===== src/rtl/dt_map_stats.sv =====
// dt_map_stats: single raster pass over the DT result map reporting peak, peak address, object count and distance sum.
// Optional packed threshold mask built when DT_STATS_MASK_EN is defined.
module dt_map_stats #(
   parameter int ADDR_W = 14,
   parameter int DATA_W = 8,
   parameter int N_PIX  = 16384
)(
   input  logic                     clk,
   input  logic                     reset,
   input  logic                     i_start,
   output logic                     o_busy,
   output logic                     o_done,
   output logic                     o_res_rd,
   output logic [ADDR_W-1:0]        o_res_addr,
   input  logic [DATA_W-1:0]        i_res_di,
   input  logic [DATA_W-1:0]        i_threshold,
   output logic [DATA_W-1:0]        o_max_val,
   output logic [ADDR_W-1:0]        o_max_addr,
   output logic [ADDR_W:0]          o_obj_cnt,
   output logic [ADDR_W+DATA_W-1:0] o_dist_sum,
   output logic                     o_msk_wr,
   output logic [ADDR_W-5:0]        o_msk_addr,
   output logic [15:0]              o_msk_do
);
   localparam logic [1:0] S_IDLE = 2'd0, S_SCAN = 2'd1, S_DRAIN = 2'd2, S_DONE = 2'd3;
   logic [1:0]              r_state;
   logic [ADDR_W-1:0]       r_addr, r_paddr, r_max_addr;
   logic                    r_vld;
   logic [DATA_W-1:0]       r_max;
   logic [ADDR_W:0]         r_cnt;
   logic [ADDR_W+DATA_W-1:0] r_sum;
   logic                    w_start, w_last;
   assign w_start = (r_state == S_IDLE) && i_start;
   assign w_last  = r_addr == ADDR_W'(N_PIX - 1);
   always_ff @(posedge clk or negedge reset)
      if (!reset) begin
         r_state <= S_IDLE;
         r_addr  <= '0;
         r_vld   <= 1'b0;
         r_paddr <= '0;
      end else begin
         r_vld   <= r_state == S_SCAN;
         r_paddr <= r_addr;
         case (r_state)
            S_IDLE:  if (i_start) r_state <= S_SCAN;
            S_SCAN:  begin
               r_addr <= w_last ? '0 : r_addr + 1'b1;
               if (w_last) r_state <= S_DRAIN;
            end
            S_DRAIN: r_state <= S_DONE;
            default: r_state <= S_IDLE;
         endcase
      end
   // r_vld/r_paddr track the address whose data is on i_res_di this cycle
   always_ff @(posedge clk or negedge reset)
      if (!reset) begin
         r_max      <= '0;
         r_max_addr <= '0;
         r_cnt      <= '0;
         r_sum      <= '0;
      end else if (w_start) begin
         r_max      <= '0;
         r_max_addr <= '0;
         r_cnt      <= '0;
         r_sum      <= '0;
      end else if (r_vld) begin
         r_sum <= r_sum + (ADDR_W+DATA_W)'(i_res_di);
         r_cnt <= r_cnt + (ADDR_W+1)'(i_res_di != '0);
         if (i_res_di > r_max) begin
            r_max      <= i_res_di;
            r_max_addr <= r_paddr;
         end
      end
   assign o_busy     = r_state != S_IDLE;
   assign o_done     = r_state == S_DONE;
   assign o_res_rd   = r_state == S_SCAN;
   assign o_res_addr = r_addr;
   assign o_max_val  = r_max;
   assign o_max_addr = r_max_addr;
   assign o_obj_cnt  = r_cnt;
   assign o_dist_sum = r_sum;
`ifdef DT_STATS_MASK_EN
   logic [DATA_W-1:0] r_thr;
   logic [14:0]       r_sh;
   logic              r_mwr;
   logic [ADDR_W-5:0] r_maddr;
   logic [15:0]       r_mdo;
   logic              w_bit;
   assign w_bit = i_res_di >= r_thr;
   always_ff @(posedge clk or negedge reset)
      if (!reset) begin
         r_thr   <= '0;
         r_sh    <= '0;
         r_mwr   <= 1'b0;
         r_maddr <= '0;
         r_mdo   <= '0;
      end else begin
         r_mwr <= 1'b0;
         if (w_start) r_thr <= (i_threshold == '0) ? DATA_W'(1) : i_threshold;
         if (r_vld) begin
            r_sh <= {w_bit, r_sh[14:1]};
            if (&r_paddr[3:0]) begin
               r_mwr   <= 1'b1;
               r_mdo   <= {w_bit, r_sh};
               r_maddr <= r_paddr[ADDR_W-1:4];
            end
         end
      end
   assign o_msk_wr   = r_mwr;
   assign o_msk_addr = r_maddr;
   assign o_msk_do   = r_mdo;
`else
   logic w_unused;
   assign w_unused   = ^i_threshold;
   assign o_msk_wr   = 1'b0;
   assign o_msk_addr = '0;
   assign o_msk_do   = '0;
`endif
endmodule


===== config.mk =====
export PLATFORM = sky130hd
export DESIGN_NAME = dt_map_stats
export DESIGN_NICKNAME = d
export VERILOG_FILES = /design/src/rtl/dt_map_stats.sv
export SDC_FILE = /design/constraint.sdc
export NUM_CORES = 1
export LEC_CHECK = 0
export ABC_CLOCK_PERIOD_IN_PS = 2000
export BUFFER_PORTS_ARGS = -buffer_cell sky130_fd_sc_hd__buf_2
export CAP_MARGIN = 10
export CORE_UTILIZATION = 48
export CTS_BUF_LIST = sky130_fd_sc_hd__clkbuf_2
export CTS_CLUSTER_DIAMETER = 120
export CTS_CLUSTER_SIZE = 20
export DETAILED_ROUTE_END_ITERATION = 10
export GPL_TIMING_DRIVEN = 0
export PLACE_DENSITY = 0.77
export SLEW_MARGIN = 30
export SYNTH_ARGS = -nofsm -noshare
export SYNTH_HDL_FRONTEND = slang
export SYNTH_SLANG_ARGS = --single-unit

===== constraint.sdc =====
create_clock -name clk -period 2 [get_ports clk]
set_input_delay 0.5 -clock clk [delete_from_list [all_inputs] [get_ports clk]]
set_output_delay 0.5 -clock clk [all_outputs]
set_load 0.05 [all_outputs]

==> flow_summary.yaml, run 1 <==
cells_and_area:
  drive_gt1_share_pct: 32.1
  nets: 636
  final_area_um2: 5780
  diodes: 0
  syn_to_final_growth_pct: 24.7
placement:
  dpl_cell_area_um2: 5400
  portBuffers: 86
  place.detailed.hpwl_um: 7270
  finalWeightedCongestion: 0.804
global_route:
  grt_max_degree: 50
  grt_pass1_vias: 3306
  grt_overflow: 0
  track_usage_pct: 20.6
  grt_pass1_wl_um: 16200
  antenna_found_initial: 0
floorplanning:
  start_util_pct: 49.9
  die-height_um: 100
  std_cell_rows: 35
  die-width_um: 100
  core_area_um2: 9280
  dieArea_um2: 10000
  io_pins: 122
timing:
  fin_skew_ns: 0.0377
  setup_violations: 0
  fin_crit_ns: 1.98
  rsz0062_at_grt: "yes"
  finalHoldViolations: 0
  drv_slew: 0
  min_period_over_period_pct: 99.2
  timing.fmax_mhz: 504
logic_synthesis:
  synth_compound_area_share_pct: 6.05
  synth_cell_types: 46
  synth_adder_area_share_pct: 6.65
  async_reset_ff_share_pct: 100
  synthMuxAreaShare_pct: 7.19
  synth_area_per_cell_um2: 10.2
  yosys_warnings: 0
  synth_seq_area_share_pct: 48.6
  synth_top_area_share_pct: 48.6
  synth_top_family_by_area: "simple AND/OR/NAND/NOR gates"
  syn_inst: 455
  yosysMostFrequentCell: "dfrtp_1"
  synthFlopType: "dfrtp_1"
  yosys.area_share.simple_pct: 17.0
  netlist_top_cells_area: "dfrtp_1, mux2i_1, ha_1"
  yosys_register_bits: 90
  netlist_area_um2: 4630
  synthXorXnorAreaFrac_pct: 7.00
  synth_edf_count: 0
  yosys-top-cells-count: "dfrtp_1, nand2_1, nor2_1"
  yosys.area.top_type: "dfrtp_1"
routing:
  drc_errors: 0
  first_iter_violations: 119
  routedWlPerCell_um: 14.0
  finalWirelength_um: 10200
  vias: 3585
  firstDrtPassIters: 4
  ant_nets: 0
  via_per_inst: 4.93
worst_setup_path:
  path_class: "register to output port"
  cp_cell_sequence: "buf_6, ha_4, buf_8"
  crit_required_ns: 1.50
  slowest_delay_ns: 0.51
  critPathSlowestCell: "dfrtp_2"
  worstPathMaxFanout: 4
  cp.arrival_ns: 1.48
  critPathLaunchType: "register"
  path_delay_family: "flip-flops"
  crit_buf_inv: 2
  end_kind: "output port"
clocking:
  clk_pin_slew_ns: 0.29
  cts_made_buffers: 9
  root_buffer: "clkbuf_2"
  clock_sinks: 90
  htree_num_levels: 3
  cts_tree: "built"
  clock_latency_ns: 0.57
  clock_path_buffers: 2
worst_hold_path:
  min_path_type: "primary input to register"
run_status:
  status: "finished, final reports clean"
power:
  power_leakage_nw: 2.93
  finalPower_mw: 7.62
  p_per_area_nw_per_um2: 1320
  ir_worst_vdd_v: 0.000878
flow_run:
  cap_violations: 0
tightest hold or removal path, stage by stage:
cell	delay (ns)
buf_2	0.13
nand2_1	0.06
mux2i_1	0.06
layout make-up:
class	instances	area [um2]
repair buffers	102	609
plain buffers	42	293
inverters	16	65.1
clock buffers	9	45.0
multi-input cells	332	2290
clock inverters	7	53.8
well taps	129	161
flip-flops and latches	90	2260
fillers	804	3510
power by group:
group / leakage, nW / internal, mW / switching, mW
combinational: 1.67 / 1.50 / 2.71
sequential: 1.19 / 2.21 / 0.351
clock: 0.0635 / 0.178 / 0.670
total: 2.93 / 3.89 / 3.73
metal layers:
layer | GRT usage, % | up-vias | routed length, um | part of all wire (%)
li1 | - | 1770 | - | -
met1 | 27.1 | 1723 | 4610 | 45
met2 | 34.1 | 79 | 4980 | 49
met3 | 3.90 | 13 | 426 | 4.2
met4 | 7.02 | 0 | 145 | 1.4
met5 | 0 | - | 0 | 0
kinds of logic after synthesis:
group / Yosys count
AO/OA/AOI/OAI: 43
XOR/XNOR: 37
adder cells (fa/ha/maj): 24
buffers and inverters: 59
flip-flops: 90
multiplexers: 33
other: 1
AND/OR/NAND/NOR: 168
final timing paths:
path                                           startpoint                         end  slack, ns  cells after the start
worst max-delay path               r_state[0]$_DFFE_PN0P_                      o_done       0.02                      3
worst min-delay path                          i_res_di[5]    o_max_val[5]$_DFFE_PN0P_       0.17                      3
worst max register to register  o_dist_sum[4]$_DFFE_PN0P_  o_dist_sum[15]$_DFFE_PN0P_       0.06                      7
worst min register to register  o_res_addr[1]$_DFFE_PN0P_        r_paddr[1]$_DFF_PN0_       0.49                      0
max in group asynchronous                           reset      r_state[0]$_DFFE_PN0P_       1.01                      3
min in group asynchronous                           reset   o_obj_cnt[11]$_DFFE_PN0P_       0.37                      2
cells in the final DEF, fill, tap and decap left out, types with 3 or more instances in the layout:
| master | count |
|---|---|
| buf_2 | 84 |
| dfrtp_1 | 80 |
| nand2_1 | 63 |
| nor2_1 | 42 |
| buf_4 | 40 |
| mux2i_1 | 31 |
| conb_1 | 27 |
| xor2_1 | 21 |
| nand3_1 | 19 |
| xnor2_1 | 16 |
| ha_1 | 15 |
| a21oi_1 | 14 |
| inv_1 | 13 |
| clkbuf_2 | 13 |
| nand4_1 | 13 |
| o21ai_0 | 10 |
| dfrtp_2 | 10 |
| or3_1 | 7 |
| ha_4 | 7 |
| buf_6 | 6 |
| and3_1 | 6 |
| clkbuf_1 | 4 |
| a21o_1 | 3 |
| nor3_1 | 3 |
| clkinv_4 | 3 |
| buf_8 | 3 |
metrics by stage:
stage                     std cells  TNS (ns)  worst slack, ns  hold slack [ns]  utilization (%)
after floorplan                 481         0          0.00178            0.204                -
after global placement          696    -39.03           -0.520            0.428             57.9
after detailed placement        697     -8.36           -0.327            0.435             58.2
after CTS                       721   -0.0117         -0.00834            0.130             61.0
after global routing            727    -0.238          -0.0822            0.161             62.2
final                           727         0           0.0166            0.173             62.2
registers in the layout, summed over array words and instances (netlist names):
signal / cells
o_obj_cnt: 15
r_state: 2
r_vld: 1
o_max_addr: 14
o_dist_sum: 22
o_max_val: 8
o_res_addr: 14
r_paddr: 14
repair_timing:
item | in CTS | in global routing
hold endpoints to repair | 48 | 0
hold buffers | 1 | 0
setup endpoints to repair | 13 | 56
pin swaps | 4 | 7
cloned | 0 | 0
buffers inserted | 7 | 7
resized for setup | 25 | 26
(Power assumes the default switching activity.)
==> run 2: changes to the inputs <==
- ABC_AREA: not set -> 1
- PLACE_DENSITY: 0.77 -> 0.76
==> flow_summary.yaml, run 2 <==
run_status:
  status: "finished, final reports clean"
routing:
  via_per_inst: 5.13
  firstDrtPassIters: 5
  finalWirelength_um: 11800
  routedWlPerCell_um: 13.4
  first_iter_violations: 218
  drc_errors: 0
  ant_nets: 0
  vias: 4522
logic_synthesis:
  synth_edf_count: 0
  synth_area_per_cell_um2: 8.05
  synthFlopType: "dfrtp_1"
  yosys.area.top_type: "dfrtp_1"
  yosys_register_bits: 90
  yosysMostFrequentCell: "nand2_1"
  synth_cell_types: 33
  syn_inst: 616
  yosys_warnings: 0
  netlist_area_um2: 4960
  synth_seq_area_share_pct: 45.4
  async_reset_ff_share_pct: 100
  synth_top_area_share_pct: 45.4
  yosys-top-cells-count: "nand2_1, dfrtp_1, nand3_1"
  netlist_top_cells_area: "dfrtp_1, nand2_1, nand3_1"
floorplanning:
  core_area_um2: 9910
  std_cell_rows: 36
  io_pins: 122
  dieArea_um2: 10700
  start_util_pct: 50.1
  die-height_um: 104
  die-width_um: 104
clocking:
  clock_path_buffers: 2
  htree_num_levels: 3
  cts_made_buffers: 9
  root_buffer: "clkbuf_2"
  clk_pin_slew_ns: 0.24
  clock_latency_ns: 0.56
  clock_sinks: 90
  cts_tree: "built"
power:
  ir_worst_vdd_v: 0.00129
  p_per_area_nw_per_um2: 1190
  power_leakage_nw: 3.30
timing:
  setup_violations: 0
  relSlewSlack_pct: 65.0
  worstMarginPinSlew_ns: 0.524
  fin_crit_ns: 1.98
  fin_skew_ns: 0.0215
  finalHoldViolations: 0
  drv_slew: 0
  rsz0062_at_grt: "yes"
  min_period_over_period_pct: 98.9
  timing.fmax_mhz: 506
  fin_ws_ns: 0.0220
  tns_ns: 0
worst_hold_path:
  min_path_type: "primary input to register"
  hp-start: "i_res_di[3]"
  hold_end: "o_max_val[3]$_DFFE_PN0P_"
  hold_depth: 3
worst_setup_path:
  crit_required_ns: 1.50
  worstPathMaxFanout: 2
  path_delay_family: "flip-flops"
  cp_cell_sequence: "buf_4, ha_1, buf_6"
  critPathSlowestCell: "dfrtp_1"
  regToRegSetupSlack_ns: 0.18
  end_kind: "output port"
  path_class: "register to output port"
  crit_buf_inv: 2
  r2r_start: "o_dist_sum[0]$_DFFE_PN0P_"
  slowest_delay_ns: 0.44
  worstRegToRegCells: 10
  critPathLaunchType: "register"
  cp.arrival_ns: 1.48
  reg2reg_to: "o_dist_sum[12]$_DFFE_PN0P_"
cells_and_area:
  seq_area_um2: 2250
  largest_register_ffs: 22
  multi_input_area_um2: 2340
  syn_to_final_growth_pct: 19.7
  fillers: 927
  final_cell_mix: "nand2_1, dfrtp_1, buf_2"
  mostFrequentLayoutCell: "nand2_1"
  drive_gt1_share_pct: 23.1
  diodes: 0
  nets: 787
placement:
  place.detailed.hpwl_um: 9010
  portBuffers: 86
  place_ws_ns: -0.149
  finalWeightedCongestion: 0.880
global_route:
  grt_overflow: 0
  grt_max_degree: 67
  grt_pass1_vias: 4369
  track_usage_pct: 23.1
  antenna_found_initial: 0
  grt_pass1_wl_um: 20200
flow_run:
  cap_violations: 0
run 2: cell types whose count changed in the layout (fill, tap and decap cells not counted), sizes merged, moves of 9 or more:
cell / before / now
nand2: 63 / 150
inv: 18 / 66
nand3: 20 / 64
mux2i: 31 / 0
nor2: 42 / 62
nand4: 14 / 32
xor2: 21 / 7
buf: 135 / 123
xnor2: 16 / 6
nor3: 4 / 13
o21ai: 10 / 19
run 2: what timing repair did:
action                                  CTS  global route
buffers inserted                          2             1
endpoints found under the hold margin    24             0
pin swaps                                 1             0
hold buffers                              1             0
endpoints found under the setup margin   12            42
gates resized for setup                   9            22
run 2: logic make-up after synthesis:
kind of cell	Yosys count	synth area share, %
AND/OR/NAND/NOR	329	29.6
buffers and inverters	108	10.6
flip-flops	90	45.4
AO/OA/AOI/OAI	51	5.80
adder cells (fa/ha/maj)	24	6.20
XOR/XNOR	13	2.30
other	1	0.0756
run 2: worst max path at each step:
stage / start / end / slack (ns) / cells after the start
global placement: reset / o_res_addr[10]$_DFFE_PN0P_ / -0.36 / 1
global route: r_state[0]$_DFFE_PN0P_ / o_busy / -0.09 / 4
CTS: r_state[0]$_DFFE_PN0P_ / o_busy / -0.07 / 4
floorplan: o_dist_sum[0]$_DFFE_PN0P_ / o_dist_sum[12]$_DFFE_PN0P_ / 0.06 / 10
finish: r_state[1]$_DFFE_PN0P_ / o_done / 0.02 / 3
detailed placement: i_res_di[0] / o_dist_sum[12]$_DFFE_PN0P_ / -0.15 / 11
run 2: where the power goes:
group | internal [mW] | leakage, nW | switching, mW
Sequential | 2.16 | 1.21 | 0.298
Clock | 0.308 | 0.0731 | 0.636
Combinational | 1.05 | 2.01 | 2.64
run 2: layout make-up:
class                           count  area share [%]
Multi-Input combinational cell    444            39.5
Sequential cell                    90            38.0
Timing Repair Buffer               91            8.74
Buffer                             44            4.87
Inverter                           64            4.09
Tap cell                          133            2.80
Clock inverter                      6            1.22
Clock buffer                       10           0.843
run 2: per-layer routing:
layer  vias to the layer above  wire, um  GRT usage [%]
met3                        14       796           6.04
li1                       2225         -              -
met1                      2130      4810           28.3
met4                         0       153           6.33
met2                       153      6050           40.3
met5                         -         0              0
run 2: stage by stage:
step           hold slack (ns)  power (mW)  std cells  area, um2  util [%]
3_3_place_gp             0.397        5.83        861       5660      57.1
6_report                 0.221        7.09        882       5940      59.9
4_1_cts                  0.190        6.98        881       5860      59.2
5_1_grt                  0.178        7.60        882       5940      59.9
3_5_place_dp             0.376        5.96        862       5690      57.4
2_1_floorplan            0.204        5.07        642       5060         -
run 2: worst reg2reg max path, cell delays in order, from the launching register on:
cell,delay [ns]
dfrtp_1,0.46
ha_1,0.24
fa_2,0.38
nand3_1,0.11
nand2_2,0.09
nand2_1,0.11
nand3_1,0.07
nand3_1,0.12
nand2_1,0.07
nand2_1,0.06
nor2_1,0.04
==> run 3: changes to the inputs <==
- PLACE_DENSITY: 0.76 -> 0.8
==> flow_summary.yaml, run 3 (synthesized netlist as in run 2, its figures left out) <==
run_status:
  status: "finished, final reports clean"
routing:
  ant_nets: 0
  routedWlPerCell_um: 13.3
  finalWirelength_um: 11800
  firstDrtPassIters: 5
  vias: 4549
  first_iter_violations: 233
  via_per_inst: 5.13
  drc_errors: 0
cells_and_area:
  final_cells: 886
  largest_register_ffs: 22
  mostFrequentLayoutCell: "nand2_1"
  nets: 791
  final_cell_mix: "nand2_1, buf_2, dfrtp_1"
  drive_gt1_share_pct: 23.1
  multi_input_area_um2: 2340
  fillers: 885
  syn_to_final_growth_pct: 20.4
  diodes: 0
  seq_area_um2: 2250
  final_area_um2: 5970
floorplanning:
  dieArea_um2: 10700
  die-height_um: 104
  io_pins: 122
  core_area_um2: 9910
  start_util_pct: 50.1
  die-width_um: 104
  std_cell_rows: 36
placement:
  finalWeightedCongestion: 0.881
  place.detailed.hpwl_um: 8890
  portBuffers: 86
  placed_cells: 862
  dpl_cell_area_um2: 5690
  place_ws_ns: -0.146
timing:
  timing.fmax_mhz: 506
  fin_ws_ns: 0.0231
  min_period_over_period_pct: 98.8
  setup_violations: 0
  finalHoldViolations: 0
  fin_crit_ns: 1.98
  worst_hold_slack_ns: 0.217
  drv_slew: 0
  fin_skew_ns: 0.0107
  rsz0062_at_grt: "yes"
  worstMarginPinSlew_ns: 0.513
  relSlewSlack_pct: 65.8
global_route:
  grt_overflow: 0
  track_usage_pct: 22.6
  grt_max_degree: 67
  grt_pass1_vias: 4199
  antenna_found_initial: 0
  grt_pass1_wl_um: 19700
worst_setup_path:
  worstPathMaxFanout: 3
  cp_cell_sequence: "buf_6, ha_4, buf_8"
  crit_required_ns: 1.50
  cp.arrival_ns: 1.48
  critPathSlowestCell: "dfrtp_2"
  path_class: "register to output port"
  path_delay_family: "flip-flops"
  slowest_delay_ns: 0.50
  crit_buf_inv: 2
  critPathLaunchType: "register"
  end_kind: "output port"
clocking:
  clock_sinks: 90
  cts_made_buffers: 9
  htree_num_levels: 3
  clk_pin_slew_ns: 0.25
  root_buffer: "clkbuf_2"
  clock_latency_ns: 0.55
  clock_path_buffers: 2
  cts_tree: "built"
power:
  p_per_area_nw_per_um2: 1200
  finalPower_mw: 7.17
  ir_worst_vdd_v: 0.00122
  power_leakage_nw: 3.30
flow_run:
  cap_violations: 0
worst_hold_path:
  min_path_type: "primary input to register"
[run 3: cell type report]
type / count / area share, %
Clock inverter: 6 / 1.24
Buffer: 44 / 4.78
Timing Repair Buffer: 95 / 9.32
Multi-Input combinational cell: 444 / 39.2
Sequential cell: 90 / 37.8
Inverter: 64 / 4.06
Clock buffer: 10 / 0.838
Tap cell: 133 / 2.79
[run 3: repair_timing]
item,in CTS,in global routing
setup endpoints to repair,11,40
hold buffers,1,0
gates resized for setup,20,9
endpoints found under the hold margin,24,0
pin swaps,2,0
setup buffers,4,3
[run 3: worst reg2reg max path, stage by stage, from the launching register on]
cell and delay [ns]:
dfrtp_2 0.48, inv_2 0.07, ha_4 0.17, nand2_1 0.31
inv_2 0.11, nor2_2 0.29, inv_1 0.15, o21ai_0 0.28
[run 3: power by group]
group          leakage (nW)  internal, mW  switching (mW)
clock                0.0707         0.309           0.645
sequential             1.21          2.16           0.299
combinational          2.02          1.10            2.67
[run 3: final timing paths]
kind	startpoint	to	slack, ns	cells past startpoint
max	r_state[0]$_DFFE_PN0P_	o_done	0.02	3
min	i_res_di[4]	o_max_val[4]$_DFFE_PN0P_	0.22	3
max reg2reg	r_state[0]$_DFFE_PN0P_	o_dist_sum[4]$_DFFE_PN0P_	0.06	7
min reg2reg	o_res_addr[13]$_DFFE_PN0P_	r_paddr[13]$_DFF_PN0_	0.44	0
max in group asynchronous	reset	o_obj_cnt[1]$_DFFE_PN0P_	1.09	3
min in group asynchronous	reset	o_obj_cnt[7]$_DFFE_PN0P_	0.32	2
[run 3: through the flow]
stage               TNS, ns  utilization [%]
floorplan                 0                -
global placement     -30.34             57.1
detailed placement    -2.50             57.4
CTS                 -0.0206             59.8
global route         -0.324             60.3
finish                    0             60.3
[run 3: metal layers]
layer	share of wire, %	GRT usage (%)	wire length, um	vias up
li1	-	-	-	2239
met1	42	27.2	4920	2148
met2	50	39.8	5850	141
met3	7.2	5.66	851	21
met4	1.7	6.63	195	0
met5	0	0	0	-
